`config.mk`:
```
export PLATFORM = sky130hd
export DESIGN_NAME = sipo_deserializer_flat
export DESIGN_NICKNAME = d
export VERILOG_FILES = /design/src/rtl/sipo_deserializer_if.sv /design/src/rtl/sipo_deserializer.sv /design/src/flat_wrapper.sv
export SDC_FILE = /design/constraint.sdc
export NUM_CORES = 1
export LEC_CHECK = 0
export ABC_CLOCK_PERIOD_IN_PS = 4200
export BUFFER_PORTS_ARGS = -buffer_cell sky130_fd_sc_hd__buf_2
export CORE_AREA = 2 2 39 41
export DETAILED_ROUTE_END_ITERATION = 6
export DIE_AREA = 0 0 41 43
export PLACE_DENSITY = 0.72
export SKIP_CTS_REPAIR_TIMING = 1
export SYNTH_ARGS = -nofsm -noshare
export SYNTH_HDL_FRONTEND = slang
export SYNTH_SLANG_ARGS = --single-unit
```
`constraint.sdc`:
```
create_clock -name clk -period 4.2 [get_ports clk]
set_clock_uncertainty 0.1 [all_clocks]
set_input_delay 1.26 -clock clk [delete_from_list [all_inputs] [get_ports clk]]
set_output_delay 1.26 -clock clk [all_outputs]
set_load 0.01 [all_outputs]
```
`src/rtl/sipo_deserializer_if.sv`:
```
// Handshake and data bundle between a serial source / parallel sink and the SIPO deserializer.
// master = the environment that drives bits and acknowledges words; slave = the deserializer.
interface sipo_deserializer_if #(
    parameter int WIDTH = 4
);
    localparam int CNT_W = $clog2(WIDTH + 1);

    logic             clr;
    logic             sin;
    logic             sin_valid;
    logic             out_ready;
    logic [WIDTH-1:0] q;
    logic             q_valid;
    logic             busy;
    logic [CNT_W-1:0] bit_cnt;
    logic             overrun;

    modport master (
        output clr, sin, sin_valid, out_ready,
        input  q, q_valid, busy, bit_cnt, overrun
    );

    modport slave (
        input  clr, sin, sin_valid, out_ready,
        output q, q_valid, busy, bit_cnt, overrun
    );
endinterface

```
`src/rtl/sipo_deserializer.sv`:
```
// Serial-in parallel-out deserializer: collects WIDTH qualified bits into a word and
// presents it on q with a valid/ready handshake; a word completing while q is still held is dropped.
module sipo_deserializer #(
    parameter int WIDTH     = 4,
    parameter bit MSB_FIRST = 1'b1
) (
    input  logic                  clk,
    input  logic                  rst,
    sipo_deserializer_if.slave    bus
);
    localparam int               CNT_W    = $clog2(WIDTH + 1);
    localparam logic [CNT_W-1:0] LAST_CNT = CNT_W'(WIDTH - 1);

    typedef enum logic {
        IDLE  = 1'b0,
        SHIFT = 1'b1
    } state_t;

    state_t           r_state, w_state_nxt;
    logic [WIDTH-1:0] r_shift, w_shift_nxt;
    logic [WIDTH-1:0] r_q, w_q_nxt;
    logic [CNT_W-1:0] r_cnt, w_cnt_nxt;
    logic             r_q_valid, w_q_valid_nxt;
    logic             r_overrun, w_overrun_nxt;
    logic [WIDTH-1:0] w_shifted;
    logic             w_complete;

    assign w_shifted  = MSB_FIRST ? {r_shift[WIDTH-2:0], bus.sin}
                                  : {bus.sin, r_shift[WIDTH-1:1]};
    assign w_complete = !bus.clr && bus.sin_valid && (r_cnt == LAST_CNT);

    // NOTE: every output of this block is given a hold value first, so no path leaves it unassigned and no latch is inferred.
    always_comb begin
        w_state_nxt   = r_state;
        w_shift_nxt   = r_shift;
        w_cnt_nxt     = r_cnt;
        w_q_nxt       = r_q;
        w_q_valid_nxt = r_q_valid;
        w_overrun_nxt = r_overrun;

        // The consumer handshake is independent of clr; a completion below may re-assert valid.
        if (r_q_valid && bus.out_ready) begin
            w_q_valid_nxt = 1'b0;
        end

        if (bus.clr) begin
            w_shift_nxt   = '0;
            w_cnt_nxt     = '0;
            w_state_nxt   = IDLE;
            w_overrun_nxt = 1'b0;
        end else if (bus.sin_valid) begin
            if (w_complete) begin
                w_shift_nxt = '0;
                w_cnt_nxt   = '0;
                w_state_nxt = IDLE;
                if (!r_q_valid || bus.out_ready) begin
                    w_q_nxt       = w_shifted;
                    w_q_valid_nxt = 1'b1;
                end else begin
                    w_overrun_nxt = 1'b1;
                end
            end else begin
                w_shift_nxt = w_shifted;
                w_cnt_nxt   = r_cnt + CNT_W'(1);
                w_state_nxt = SHIFT;
            end
        end
    end

    // NOTE: state registers use non-blocking assignments so every flop samples pre-edge values.
    always_ff @(posedge clk or negedge rst) begin
        if (!rst) begin
            r_state   <= IDLE;
            r_shift   <= '0;
            r_cnt     <= '0;
            r_q       <= '0;
            r_q_valid <= 1'b0;
            r_overrun <= 1'b0;
        end else begin
            r_state   <= w_state_nxt;
            r_shift   <= w_shift_nxt;
            r_cnt     <= w_cnt_nxt;
            r_q       <= w_q_nxt;
            r_q_valid <= w_q_valid_nxt;
            r_overrun <= w_overrun_nxt;
        end
    end

    assign bus.q       = r_q;
    assign bus.q_valid = r_q_valid;
    assign bus.busy    = (r_state == SHIFT);
    assign bus.bit_cnt = r_cnt;
    assign bus.overrun = r_overrun;
endmodule
```
`src/flat_wrapper.sv`:
```
// flat-port wrapper written by rule: the top's interface ports become plain ports
module sipo_deserializer_flat 
#(
    parameter int WIDTH     = 4,
    parameter bit MSB_FIRST = 1'b1
)
  (clk, rst, bus_clr, bus_sin, bus_sin_valid, bus_out_ready, bus_q, bus_q_valid, bus_busy, bus_bit_cnt, bus_overrun);
  sipo_deserializer_if #(.WIDTH(WIDTH)) bus_i ();
  input  logic clk;
  input  logic rst;
  input wire logic [$bits(bus_i.clr)-1:0] bus_clr;
  input wire logic [$bits(bus_i.sin)-1:0] bus_sin;
  input wire logic [$bits(bus_i.sin_valid)-1:0] bus_sin_valid;
  input wire logic [$bits(bus_i.out_ready)-1:0] bus_out_ready;
  output wire logic [$bits(bus_i.q)-1:0] bus_q;
  output wire logic [$bits(bus_i.q_valid)-1:0] bus_q_valid;
  output wire logic [$bits(bus_i.busy)-1:0] bus_busy;
  output wire logic [$bits(bus_i.bit_cnt)-1:0] bus_bit_cnt;
  output wire logic [$bits(bus_i.overrun)-1:0] bus_overrun;
  assign bus_i.clr = bus_clr;
  assign bus_i.sin = bus_sin;
  assign bus_i.sin_valid = bus_sin_valid;
  assign bus_i.out_ready = bus_out_ready;
  assign bus_q = bus_i.q;
  assign bus_q_valid = bus_i.q_valid;
  assign bus_busy = bus_i.busy;
  assign bus_bit_cnt = bus_i.bit_cnt;
  assign bus_overrun = bus_i.overrun;
  sipo_deserializer #(.WIDTH(WIDTH), .MSB_FIRST(MSB_FIRST)) u_core (.clk(clk), .rst(rst), .bus(bus_i));
endmodule
```
### Word level (Yosys, flattened, before mapping)

Index checks and enable logic that the tools add are counted.

| word-level totals | value |
|---|---|
| register bits after elaboration | 13 |
| bits of input ports | 6 |
| logic and storage cells | 38 |

| cells by class | value |
|---|---|
| add/sub/neg operators | 1 |
| equal/unequal tests | 2 |
| multiplexer cells | 18 |
| bitwise gates (word level) | 1 |
| reductions and logical operators | 10 |

Operator list:

| cell | count |
|---|---|
| $mux W3 | 6 |
| $mux W1 | 12 |
| $reduce_and A4 Y1 | 1 |
| $reduce_bool A2 Y1 | 2 |
| $add A3 B1 Y3 const B | 1 |
| $eq A3 B2 Y1 const B | 1 |
| $logic_and A1 B1 Y1 | 3 |
| $reduce_and A3 Y1 | 1 |
| $logic_not A1 Y1 | 2 |
| $ne A2 B2 Y1 const B | 1 |
| $logic_or A1 B1 Y1 | 1 |
| $not A1 Y1 | 1 |

### Depth between registers and ports, before layout

Gate-level depths: netlist (run 1).

| logic depth | value |
|---|---|
| depth after elaboration | 6 |
| depth in mapped cells | 4 |

### Least setup slack after synthesis (run 1)

OpenSTA, ideal clock, no wires.

| timing | value |
|---|---|
| path kind | input to register |
| start point | input bus_clr |
| end point | register u_core.r_q[0] (netlist: u_core.bus.q[0]) |
| setup time | 0.125 ns |
| data arrival time | 2.130 ns |
| required time | 3.975 ns |
| slack | 1.845 ns |
| stages | 3 |
| buffers on the path | 1 |
| path through | buf_2 or3_4 mux2_4 |

| on the way | value |
|---|---|
| longest elaborated chain between the ends | 4 |
| elaborated cells on any way between the ends | 5 |
| classes of those cells | 1 x bitwise; 4 x reduce/logical |

RTL lines:

| element | line | source |
|---|---|---|
| start, declared | flat_wrapper.sv:11 | `input wire logic [$bits(bus_i.clr)-1:0] bus_clr;` |
| $logic_not A1 Y1 | sipo_deserializer.sv:30 | `assign w_complete = !bus.clr && bus.sin_valid && (r_cnt == LAST_CNT);` |
| $logic_and A1 B1 Y1 (2 in a row) | sipo_deserializer.sv:30 |  |
| $reduce_and A4 Y1 (no source line) (*) | - |  |
| end signal, assigned | sipo_deserializer.sv:83 | `r_q <= w_q_nxt;` |
| end, declared | sipo_deserializer.sv:21 | `logic [WIDTH-1:0] r_q, w_q_nxt;` |

Mark *: on every way between the ends. The rest lies on a longest branch, timed or not.
A chain may end at the register's enable or synchronous reset.

### Final worst setup path (run 1)

| timing | value |
|---|---|
| start point | input bus_sin_valid |
| end point | register u_core.r_q[2] (netlist: u_core.bus.q[2]) |

| on the way | value |
|---|---|
| longest elaborated chain between the ends | 3 |

RTL lines:

| element | line | source |
|---|---|---|
| start, declared | flat_wrapper.sv:13 | `input wire logic [$bits(bus_i.sin_valid)-1:0] bus_sin_valid;` |
| $logic_and A1 B1 Y1 (2 in a row) | sipo_deserializer.sv:30 |  |
| $reduce_and A4 Y1 (no source line) (*) | - |  |

Marked as above.

==> impl_metrics.py, run 1 <==
metrics = {
    "sta": {
        "final-max-slew-violation-count": 0,
        "rsz0062_at_grt": "no",
        "fin_crit_ns": 2.25,
        "hold_violation_count_in_the_final_report": 0,
        "tns_ns": 0,
        "fmax_mhz": 445,
        "timing_worst_slew_pin_value_ns": 0.293,
        "final_min_period_over_clock_period_pct": 53.6,
        "max-slew-margin-rel_pct": 80.5,
        "setup_viol": 0,
    },
    "synth": {
        "most_instantiated_flip_flop_cell_in_the_synthesis_netlist": "sky130_fd_sc_hd__dfrtp_1",
        "postSynthAreaPerCell_sq_um": 12.2,
        "synth_compound_gate_area_share_pct": 9.58,
        "post_synth_mux_area_share_pct": 10.7,
        "xor_xnor_fraction_of_synth_area_pct": 0,
        "combinational_family_with_the_most_area_after_synthesis": "simple AND/OR/NAND/NOR gates",
        "yosysUniqueCellTypes": 17,
        "top_count_cell_post_synth": "sky130_fd_sc_hd__dfrtp_1",
        "synth.top_cells.by_area": "sky130_fd_sc_hd__dfrtp_1 (58%), sky130_fd_sc_hd__mux2_4 (11%), sky130_fd_sc_hd__nand2b_1 (6.7%)",
        "post_synth_inst_count": 46,
        "area_leader_netlist": "sky130_fd_sc_hd__dfrtp_1",
        "ys_ff_latch": 13,
        "post_synth_edffs": 0,
        "synth.cell_area_sq_um": 562,
        "synth_fa_ha_area_share_pct": 2.23,
        "share_of_async_settable_or_async_resettable_flops_after_synthesis_pct": 100,
        "synth-seq-area-share_pct": 57.9,
        "post_synth_most_frequent_cells": "sky130_fd_sc_hd__dfrtp_1 (13), sky130_fd_sc_hd__nand2b_1 (6), sky130_fd_sc_hd__a21oi_1 (5)",
        "synth.top_cell.area_share_pct": 57.9,
        "postSynthNetCount": 53,
        "synth-warning-count": 0,
        "synthSimpleGateAreaFrac_pct": 17.4,
    },
    "worst_setup_path": {
        "critical_path.slowest_cell": "sky130_fd_sc_hd__or3_4",
        "timing.critical_path.buf_inv": 1,
        "data_required_time_of_the_critical_path_ns": 4.26,
        "max_stage_delay_ns": 0.39,
        "worstPathMaxFanout": 14,
        "cp-end-kind": "flip-flop",
        "critPathTopFamily": "simple AND/OR/NAND/NOR gates",
        "critical_path_arrival_ns": 2.31,
        "timing.critical_path.cells": "buf_2, nand3b_1, or3_4, mux2_4",
        "start_kind": "input port",
        "criticalPathCategory": "in -> reg",
    },
    "detailed_routing": {
        "detailedRoute.firstIterationViolations": 6,
        "routed_wirelength_um": 1000,
        "vias_per_cell": 5.05,
        "detailroute.via_count": 399,
        "drt-wirelength-per-cell_um": 12.7,
        "remaining_drc_errors": 0,
        "drt_pre_antenna_iters": 4,
        "antenna_left": 0,
    },
    "die": {
        "start_util_pct": 40.6,
        "floorplan.core_area_sq_um": 1380,
        "die_x_um": 41,
        "design.portCount": 16,
        "die_h_um": 43,
        "std_cell_rows": 14,
        "fp.dieArea_sq_um": 1760,
    },
    "pwr": {
        "pwr_density_cell_nw_per_um2": 344,
        "power_leakage_uw": 0.000350,
        "vdd.ir_drop.worst_v": 0.000212,
        "report.power.total_uw": 232,
    },
    "place": {
        "globalplace.congestion": 0.696,
        "post-dp-hpwl_um": 761,
        "port-buffer-count": 15,
        "dpl-instance-area_sq_um": 648,
    },
    "grt": {
        "pin_count_of_the_biggest_net_entering_global_routing": 15,
        "grt_overflow": 0,
        "antenna_violations_before_repair": 0,
        "first_global_vias": 385,
        "wire_length_of_the_first_global_routing_pass_um": 1660,
        "global_route.usage.total_pct": 14.5,
    },
    "clocking": {
        "cts_root_buffer": "sky130_fd_sc_hd__clkbuf_4",
        "clkSinkCount": 13,
        "clk-insertion-delay-late_ns": 0.27,
        "tritoncts": "built",
        "cts_max_level": 1,
        "clock_path_buffers": 2,
        "cts_inserted_buffers": 3,
        "path_clk_slew_ns": 0.07,
    },
    "outcome": {
        "outcome": "finished clean",
    },
    "layout": {
        "fin_nets": 71,
        "layout_overhead_on_the_synthesized_area_pct": 20.0,
        "post-route-util_pct": 48.7,
        "post-route-cell-area_sq_um": 674,
        "layout.filler_cells": 143,
        "drive_gt1_share_pct": 36.5,
        "antenna_cells_inserted": 0,
    },
    "job": {
        "drv_cap": 0,
    },
    "min_path": {
        "hold_class": "reg -> reg",
    },
}
-- final timing paths --
check | from | endpoint | depth (start not counted) | slack (ns)
max in group asynchronous | rst | u_core.bus.q[3] | 1 | 3.01
min | u_core.r_shift[2] | u_core.bus.q[3] | 1 | 0.41
max reg2reg | u_core.bus.bit_cnt[0] | u_core.bus.q[2] | 4 | 2.52
max | bus_sin_valid | u_core.bus.q[2] | 4 | 1.95
min in group asynchronous | rst | u_core.bus.q_valid | 1 | 0.76
min reg2reg | u_core.r_shift[2] | u_core.bus.q[3] | 1 | 0.41
-- per-layer routing --
metal  vias to the layer above  part of all wire, %  global-route usage (%)
met2                        11                   47                    19.7
met5                         -                    0                       0
met3                         2                  6.9                    7.85
li1                        195                    -                       -
met1                       191                   45                    18.8
met4                         0                  1.2                    6.00
-- placed cells by master (no fill, tap or decap), drive strengths merged --
| cell | instances |
|---|---|
| a211oi | 1 |
| a21oi | 5 |
| a41oi | 1 |
| buf | 15 |
| clkbuf | 4 |
| dfrtp | 13 |
| ha | 1 |
| inv | 1 |
| mux2 | 4 |
| nand2b | 6 |
| nand3 | 4 |
| nand3b | 2 |
| nor2 | 2 |
| nor2b | 1 |
| o21ai | 1 |
| o21bai | 1 |
| or3 | 1 |
-- power by group --
part           internal [uW]  switching [uW]  leakage, uW
combinational           10.9            12.7     0.000158
clock                   36.8            38.2    0.0000150
sequential               130            3.37     0.000177
-- flip-flops by register name, indices dropped and copies added, names as in the netlist --
name,flops
u_core.bus.overrun,1
u_core.bus.q,4
u_core.r_shift,3
u_core.bus.busy,1
u_core.bus.bit_cnt,3
u_core.bus.q_valid,1
-- worst register-to-register path: stages, from the launching register on --
cell and delay (ns):
sky130_fd_sc_hd__dfrtp_1 0.39, sky130_fd_sc_hd__ha_1 0.24, sky130_fd_sc_hd__nand3b_1 0.14, sky130_fd_sc_hd__or3_4 0.39, sky130_fd_sc_hd__mux2_4 0.31
-- cell families after synthesis --
family                     Yosys count
and+or+nand+nor                     16
DFF                                 13
AOI/OAI and AO/OA                    9
muxes                                4
buffers and inverters                3
adders and majority gates            1
-- stage by stage --
step	worst slack, ns	cells	hold slack [ns]
6_report	1.95	79	0.409
5_1_grt	1.91	79	0.419
4_1_cts	1.96	79	0.407
3_5_place_dp	1.66	75	0.389
3_3_place_gp	1.71	75	0.380
2_1_floorplan	1.85	46	0.383
-- area by class of cell --
class	instances	area (sq um)	area share (%)
flip-flops and latches	13	325	48.2
repair buffers	15	75.1	11.1
clock buffers	4	26.3	3.90
multi-input cells	30	224	33.2
inverters	1	3.75	0.557
well taps	16	20.0	2.97
(Power assumes the default switching activity.)
==> run 2, diff against run 1 <==
--- a/config.mk
+++ b/config.mk
@@ -5,12 +5,12 @@
 export SDC_FILE = /design/constraint.sdc
 export NUM_CORES = 1
 export LEC_CHECK = 0
-export ABC_CLOCK_PERIOD_IN_PS = 4200
+export ABC_AREA = 1
+export ABC_CLOCK_PERIOD_IN_PS = 1900
 export BUFFER_PORTS_ARGS = -buffer_cell sky130_fd_sc_hd__buf_2
-export CORE_AREA = 2 2 39 41
+export CORE_UTILIZATION = 42
 export DETAILED_ROUTE_END_ITERATION = 6
-export DIE_AREA = 0 0 41 43
-export PLACE_DENSITY = 0.72
+export PLACE_DENSITY = 0.74
 export SKIP_CTS_REPAIR_TIMING = 1
 export SYNTH_ARGS = -nofsm -noshare
 export SYNTH_HDL_FRONTEND = slang
==> constraint.sdc (replaced) <==
create_clock -name clk -period 1.9 [get_ports clk]
set_clock_uncertainty 0.1 [all_clocks]
set_input_delay 0.57 -clock clk [delete_from_list [all_inputs] [get_ports clk]]
set_output_delay 0.57 -clock clk [all_outputs]
set_load 0.01 [all_outputs]
==> run 2 against run 1 <==
Effect of this change: die area shrank 17%; routed wire length grew 2.8%; total power is 120% higher; via count increased by 16%; non-clock buffer count did not move; synthesized cell count up 30%; clock-buffer cell count stayed put; register-to-register slack got worse by 1.8 ns; final cell count is 18% higher; global-route usage rose by 3.5 points; utilization rose by 9.3 points; largest power group unchanged.
==> impl_metrics.py, run 2 <==
metrics = {
    "die": {
        "floorplan.core_area_sq_um": 1160,
        "design.portCount": 16,
        "die_h_um": 38.2,
        "std_cell_rows": 12,
        "start_util_pct": 47.7,
        "fp.dieArea_sq_um": 1460,
        "die_x_um": 38.2,
    },
    "clocking": {
        "clkSinkCount": 13,
        "clk-insertion-delay-late_ns": 0.27,
        "cts_inserted_buffers": 3,
        "clock_path_buffers": 2,
        "tritoncts": "built",
        "cts_max_level": 1,
        "cts_root_buffer": "sky130_fd_sc_hd__clkbuf_4",
        "path_clk_slew_ns": 0.08,
    },
    "pwr": {
        "pwr_density_cell_nw_per_um2": 773,
        "power_leakage_uw": 0.000396,
        "vdd.ir_drop.worst_v": 0.000436,
    },
    "layout": {
        "antenna_cells_inserted": 0,
        "drive_gt1_share_pct": 31.6,
        "layout_overhead_on_the_synthesized_area_pct": 21.5,
        "most-common-layout-cells": "sky130_fd_sc_hd__nand2_1 (26), sky130_fd_sc_hd__buf_2 (15), sky130_fd_sc_hd__dfrtp_1 (13)",
        "post-route-cell-area_sq_um": 671,
        "largest_register_ff_count": 4,
        "fin_nets": 87,
        "most_common_library_cell_in_the_layout_ignoring_fill_and_taps": "sky130_fd_sc_hd__nand2_1",
    },
    "detailed_routing": {
        "routed_wirelength_um": 1030,
        "remaining_drc_errors": 0,
        "drt-wirelength-per-cell_um": 11.1,
        "detailedRoute.firstIterationViolations": 7,
        "antenna_left": 0,
        "vias_per_cell": 4.98,
        "drt_pre_antenna_iters": 4,
        "detailroute.via_count": 463,
    },
    "sta": {
        "rsz0062_at_grt": "no",
        "hold_violation_count_in_the_final_report": 0,
        "timing_worst_slew_pin_value_ns": 0.296,
        "fmax_mhz": 652,
        "tns_ns": 0,
        "setup_viol": 0,
        "max-slew-margin-rel_pct": 80.3,
        "fin_crit_ns": 1.53,
        "final_min_period_over_clock_period_pct": 80.7,
        "hold_ws_ns": 0.0711,
        "final-max-slew-violation-count": 0,
    },
    "synth": {
        "area_leader_netlist": "sky130_fd_sc_hd__dfrtp_1",
        "postSynthNetCount": 67,
        "synth-seq-area-share_pct": 59.0,
        "synth.cell_area_sq_um": 552,
        "top_count_cell_post_synth": "sky130_fd_sc_hd__nand2_1",
        "synth.top_cell.area_share_pct": 59.0,
        "share_of_async_settable_or_async_resettable_flops_after_synthesis_pct": 100,
        "most_instantiated_flip_flop_cell_in_the_synthesis_netlist": "sky130_fd_sc_hd__dfrtp_1",
        "synth-warning-count": 0,
        "postSynthAreaPerCell_sq_um": 9.20,
        "synth.top_cells.by_area": "sky130_fd_sc_hd__dfrtp_1 (59%), sky130_fd_sc_hd__nand2_1 (18%), sky130_fd_sc_hd__nand4_1 (4.5%)",
        "yosysUniqueCellTypes": 13,
        "post_synth_edffs": 0,
        "post_synth_inst_count": 60,
        "post_synth_most_frequent_cells": "sky130_fd_sc_hd__nand2_1 (26), sky130_fd_sc_hd__dfrtp_1 (13), sky130_fd_sc_hd__nand3_1 (4), sky130_fd_sc_hd__nand4_1 (4), sky130_fd_sc_hd__inv_1 (3)",
        "ys_ff_latch": 13,
    },
    "grt": {
        "pin_count_of_the_biggest_net_entering_global_routing": 14,
        "global_route.usage.total_pct": 18.0,
        "wire_length_of_the_first_global_routing_pass_um": 1700,
        "grt_overflow": 0,
        "antenna_violations_before_repair": 0,
        "first_global_vias": 413,
    },
    "place": {
        "globalplace.congestion": 0.691,
        "dpl-instance-area_sq_um": 644,
        "post-dp-hpwl_um": 773,
        "port-buffer-count": 15,
    },
    "worst_setup_path": {
        "worstPathMaxFanout": 3,
        "cp-end-kind": "output pin",
        "timing.critical_path.cells": "buf_2",
        "data_required_time_of_the_critical_path_ns": 1.23,
        "max_stage_delay_ns": 0.43,
        "number_of_cells_on_the_worst_reg_to_reg_path": 6,
        "timing.critical_path.buf_inv": 1,
        "critical_path_arrival_ns": 0.86,
        "critical_path.slowest_cell": "sky130_fd_sc_hd__dfrtp_1",
        "path_depth": 1,
        "criticalPathCategory": "reg -> out",
        "start_kind": "flip-flop",
        "critPathTopFamily": "flip-flops",
    },
    "job": {
        "drv_cap": 0,
    },
    "outcome": {
        "outcome": "finished clean",
    },
    "min_path": {
        "hold_class": "in -> async",
    },
}
run 2: path summary, 6_finish.rpt:
check | from | end | slack (ns)
max in group asynchronous | rst | u_core.r_shift[2] | 1.40
setup reg to reg | u_core.bus.bit_cnt[0] | u_core.bus.q[0] | 0.68
hold / removal | rst | u_core.r_shift[0] | 0.07
hold reg to reg | u_core.bus.q[2] | u_core.bus.q[2] | 0.38
setup / recovery | u_core.bus.bit_cnt[2] | bus_bit_cnt[2] | 0.37
min in group clk | u_core.bus.q[2] | u_core.bus.q[2] | 0.38
run 2: logic make-up (layout without fill, tap and decap cells):
logic type	count (synthesis)	count (layout)	share of synthesized area [%]
AND/OR/NAND/NOR	39	39	32.9
flip-flops	13	13	59.0
buffers and inverters	5	24	3.40
AO/OA/AOI/OAI	2	2	2.49
adder cells (fa/ha/maj)	1	1	2.27
run 2: area by class of cell:
cell class / instances / area, sq um
well taps: 14 / 17.5
multi-input cells: 42 / 208
repair buffers: 15 / 75.1
clock buffers: 4 / 26.3
fillers: 104 / 485
inverters: 5 / 18.8
flip-flops and latches: 13 / 325
run 2: stage by stage:
step,power (uW),setup WS (ns),std cells,util (%)
floorplan,331,0.717,60,-
global placement,358,0.546,89,55.7
detailed placement,360,0.536,89,55.7
CTS,524,0.359,93,58.0
global route,543,0.332,93,58.0
finish,518,0.367,93,58.0
run 2: report_power, final:
group | leakage, uW | internal [uW] | switching (uW)
combinational | 0.000203 | 20.6 | 34.1
sequential | 0.000177 | 290 | 9.13
clock | 0.0000150 | 81.3 | 83.4
total | 0.000396 | 391 | 127
run 2: metal layers:
layer  track usage [%]  vias to the layer above  wire (um)
met5                 0                        -          0
met4              5.36                        0          4
met3              8.72                        2         64
met2              29.7                       16        500
met1              20.4                      211        462
li1                  -                      234          -
==> run 3, diff against run 2 <==
--- a/config.mk
+++ b/config.mk
@@ -5,12 +5,12 @@
 export SDC_FILE = /design/constraint.sdc
 export NUM_CORES = 1
 export LEC_CHECK = 0
-export ABC_AREA = 1
-export ABC_CLOCK_PERIOD_IN_PS = 1900
+export ABC_AREA = 0
+export ABC_CLOCK_PERIOD_IN_PS = 1390
 export BUFFER_PORTS_ARGS = -buffer_cell sky130_fd_sc_hd__buf_2
-export CORE_UTILIZATION = 42
+export CORE_UTILIZATION = 43
 export DETAILED_ROUTE_END_ITERATION = 6
-export PLACE_DENSITY = 0.74
+export PLACE_DENSITY = 0.76
 export SKIP_CTS_REPAIR_TIMING = 1
 export SYNTH_ARGS = -nofsm -noshare
 export SYNTH_HDL_FRONTEND = slang
==> constraint.sdc (replaced) <==
create_clock -name clk -period 1.39 [get_ports clk]
set_clock_uncertainty 0.1 [all_clocks]
set_input_delay 0.417 -clock clk [delete_from_list [all_inputs] [get_ports clk]]
set_output_delay 0.417 -clock clk [all_outputs]
set_load 0.01 [all_outputs]
==> run 3 against run 2 <==
Effect of this change: the run now ends with negative setup slack left; worst hold slack improved by 0.23 ns; clock-buffer cell count unchanged; die area decreased by 0.52%; register-to-register slack got worse by 0.85 ns; total power increased by 39%; final cell count decreased by 8.6%; clock power increased by 41%; utilization increased by 7.7 points; sequential cell count unchanged; critical path depth increased by 3; critical endpoint is now u_core.bus.q[3].
==> impl_metrics.py, run 3 (synthesized netlist as in run 1, its figures left out) <==
metrics = {
    "pwr": {
        "power_leakage_uw": 0.000391,
        "vdd.ir_drop.worst_v": 0.000700,
        "pwr_density_cell_nw_per_um2": 952,
    },
    "grt": {
        "antenna_violations_before_repair": 0,
        "pin_count_of_the_biggest_net_entering_global_routing": 14,
        "wire_length_of_the_first_global_routing_pass_um": 1830,
        "first_global_vias": 412,
        "grt_overflow": 0,
        "global_route.usage.total_pct": 20.6,
    },
    "sta": {
        "fin_crit_ns": 1.56,
        "hold_ws_ns": 0.298,
        "final_min_period_over_clock_period_pct": 112,
        "final-max-slew-violation-count": 0,
        "tns_ns": -0.741,
        "rsz0062_at_grt": "yes",
        "timing_worst_slew_pin_value_ns": 0.291,
        "setup_viol": 6,
        "fmax_mhz": 640,
        "max-slew-margin-rel_pct": 80.6,
        "hold_violation_count_in_the_final_report": 0,
        "layout_setup_ws_ns": -0.173,
    },
    "worst_setup_path": {
        "cp-end-kind": "flip-flop",
        "critical_path_arrival_ns": 1.63,
        "start_kind": "flip-flop",
        "critical_path.slowest_cell": "sky130_fd_sc_hd__dfrtp_1",
        "criticalPathCategory": "reg -> reg",
        "max_stage_delay_ns": 0.38,
        "data_required_time_of_the_critical_path_ns": 1.46,
        "timing.critical_path.cells": "ha_2, nand3b_1, or3_4, mux2_4",
        "worstPathMaxFanout": 4,
    },
    "clocking": {
        "tritoncts": "built",
        "cts_max_level": 1,
        "cts_inserted_buffers": 3,
        "clk-insertion-delay-late_ns": 0.28,
        "clock_path_buffers": 2,
        "path_clk_slew_ns": 0.07,
        "cts_root_buffer": "sky130_fd_sc_hd__clkbuf_4",
        "clkSinkCount": 13,
    },
    "detailed_routing": {
        "remaining_drc_errors": 0,
        "routed_wirelength_um": 1110,
        "detailroute.via_count": 434,
        "drt-wirelength-per-cell_um": 13.0,
        "detailedRoute.firstIterationViolations": 5,
        "vias_per_cell": 5.11,
        "antenna_left": 0,
        "drt_pre_antenna_iters": 2,
    },
    "die": {
        "std_cell_rows": 12,
        "fp.dieArea_sq_um": 1460,
        "die_x_um": 38.1,
        "design.portCount": 16,
        "floorplan.core_area_sq_um": 1160,
        "die_h_um": 38.1,
        "start_util_pct": 48.6,
    },
    "layout": {
        "drive_gt1_share_pct": 45.1,
        "antenna_cells_inserted": 0,
        "most-common-layout-cells": "sky130_fd_sc_hd__buf_2 (13), sky130_fd_sc_hd__dfrtp_1 (13), sky130_fd_sc_hd__nand2b_1 (5), sky130_fd_sc_hd__a21oi_1 (5), sky130_fd_sc_hd__buf_4 (5)",
        "largest_register_ff_count": 4,
        "post-route-util_pct": 65.7,
        "fin_nets": 79,
        "layout_overhead_on_the_synthesized_area_pct": 35.2,
    },
    "job": {
        "drv_cap": 0,
    },
    "outcome": {
        "failed_checks": "negative setup slack",
        "outcome": "finished, violations left",
    },
    "place": {
        "post-place-ws_ns": -0.163,
        "globalplace.congestion": 0.751,
        "post-dp-hpwl_um": 836,
        "port-buffer-count": 15,
    },
    "min_path": {
        "hold_class": "in -> reg",
    },
}
-- run 3: per-stage QoR --
stage          power (uW)  std cells  area [sq um]
5_1_grt               770         85           759
3_5_place_dp          494         80           701
4_1_cts               729         84           727
3_3_place_gp          490         80           701
6_report              723         85           759
2_1_floorplan         451         46           564
-- run 3: critical path, delay by kind of cell (launching register included) --
kind / cells / cell delay (ns)
and+or+nand+nor: 2 / 0.47
adders and majority gates: 1 / 0.18
DFF: 1 / 0.38
muxes: 1 / 0.31
-- run 3: final cells by class --
cell class | instances | area [sq um]
fill | 94 | 397
inverter | 1 | 3.75
timing repair buffer | 23 | 158
clock buffer | 4 | 26.3
sequential | 13 | 325
multi-input combinational | 30 | 229
tap | 14 | 17.5
-- run 3: path summary, 6_finish.rpt --
kind | slack, ns | start | cells past startpoint | endpoint
max | -0.17 | u_core.bus.bit_cnt[0] | 4 | u_core.bus.q[3]
min reg2reg | 0.41 | u_core.bus.q[2] | 1 | u_core.bus.q[2]
max in group asynchronous | 0.52 | rst | 2 | u_core.bus.q[3]
max reg2reg | -0.17 | u_core.bus.bit_cnt[0] | 4 | u_core.bus.q[3]
min in group asynchronous | 0.45 | rst | 2 | u_core.bus.q[0]
min | 0.30 | bus_sin | 2 | u_core.bus.q[0]
-- run 3: metal layers --
metal / vias up / track usage [%] / wire, um / share of wire, %
met4: 0 / 13.4 / 32 / 2.9
met5: - / 0 / 0 / 0
li1: 210 / - / - / -
met1: 204 / 19.9 / 470 / 42
met2: 15 / 33.9 / 528 / 48
met3: 5 / 10.5 / 75 / 6.8
-- run 3: report_power, final --
| group | internal, uW | switching, uW | leakage [uW] |
|---|---|---|---|
| registers | 393 | 10.2 | 0.000177 |
| logic | 45.6 | 41.8 | 0.000198 |
| clock network | 112 | 120 | 0.0000150 |
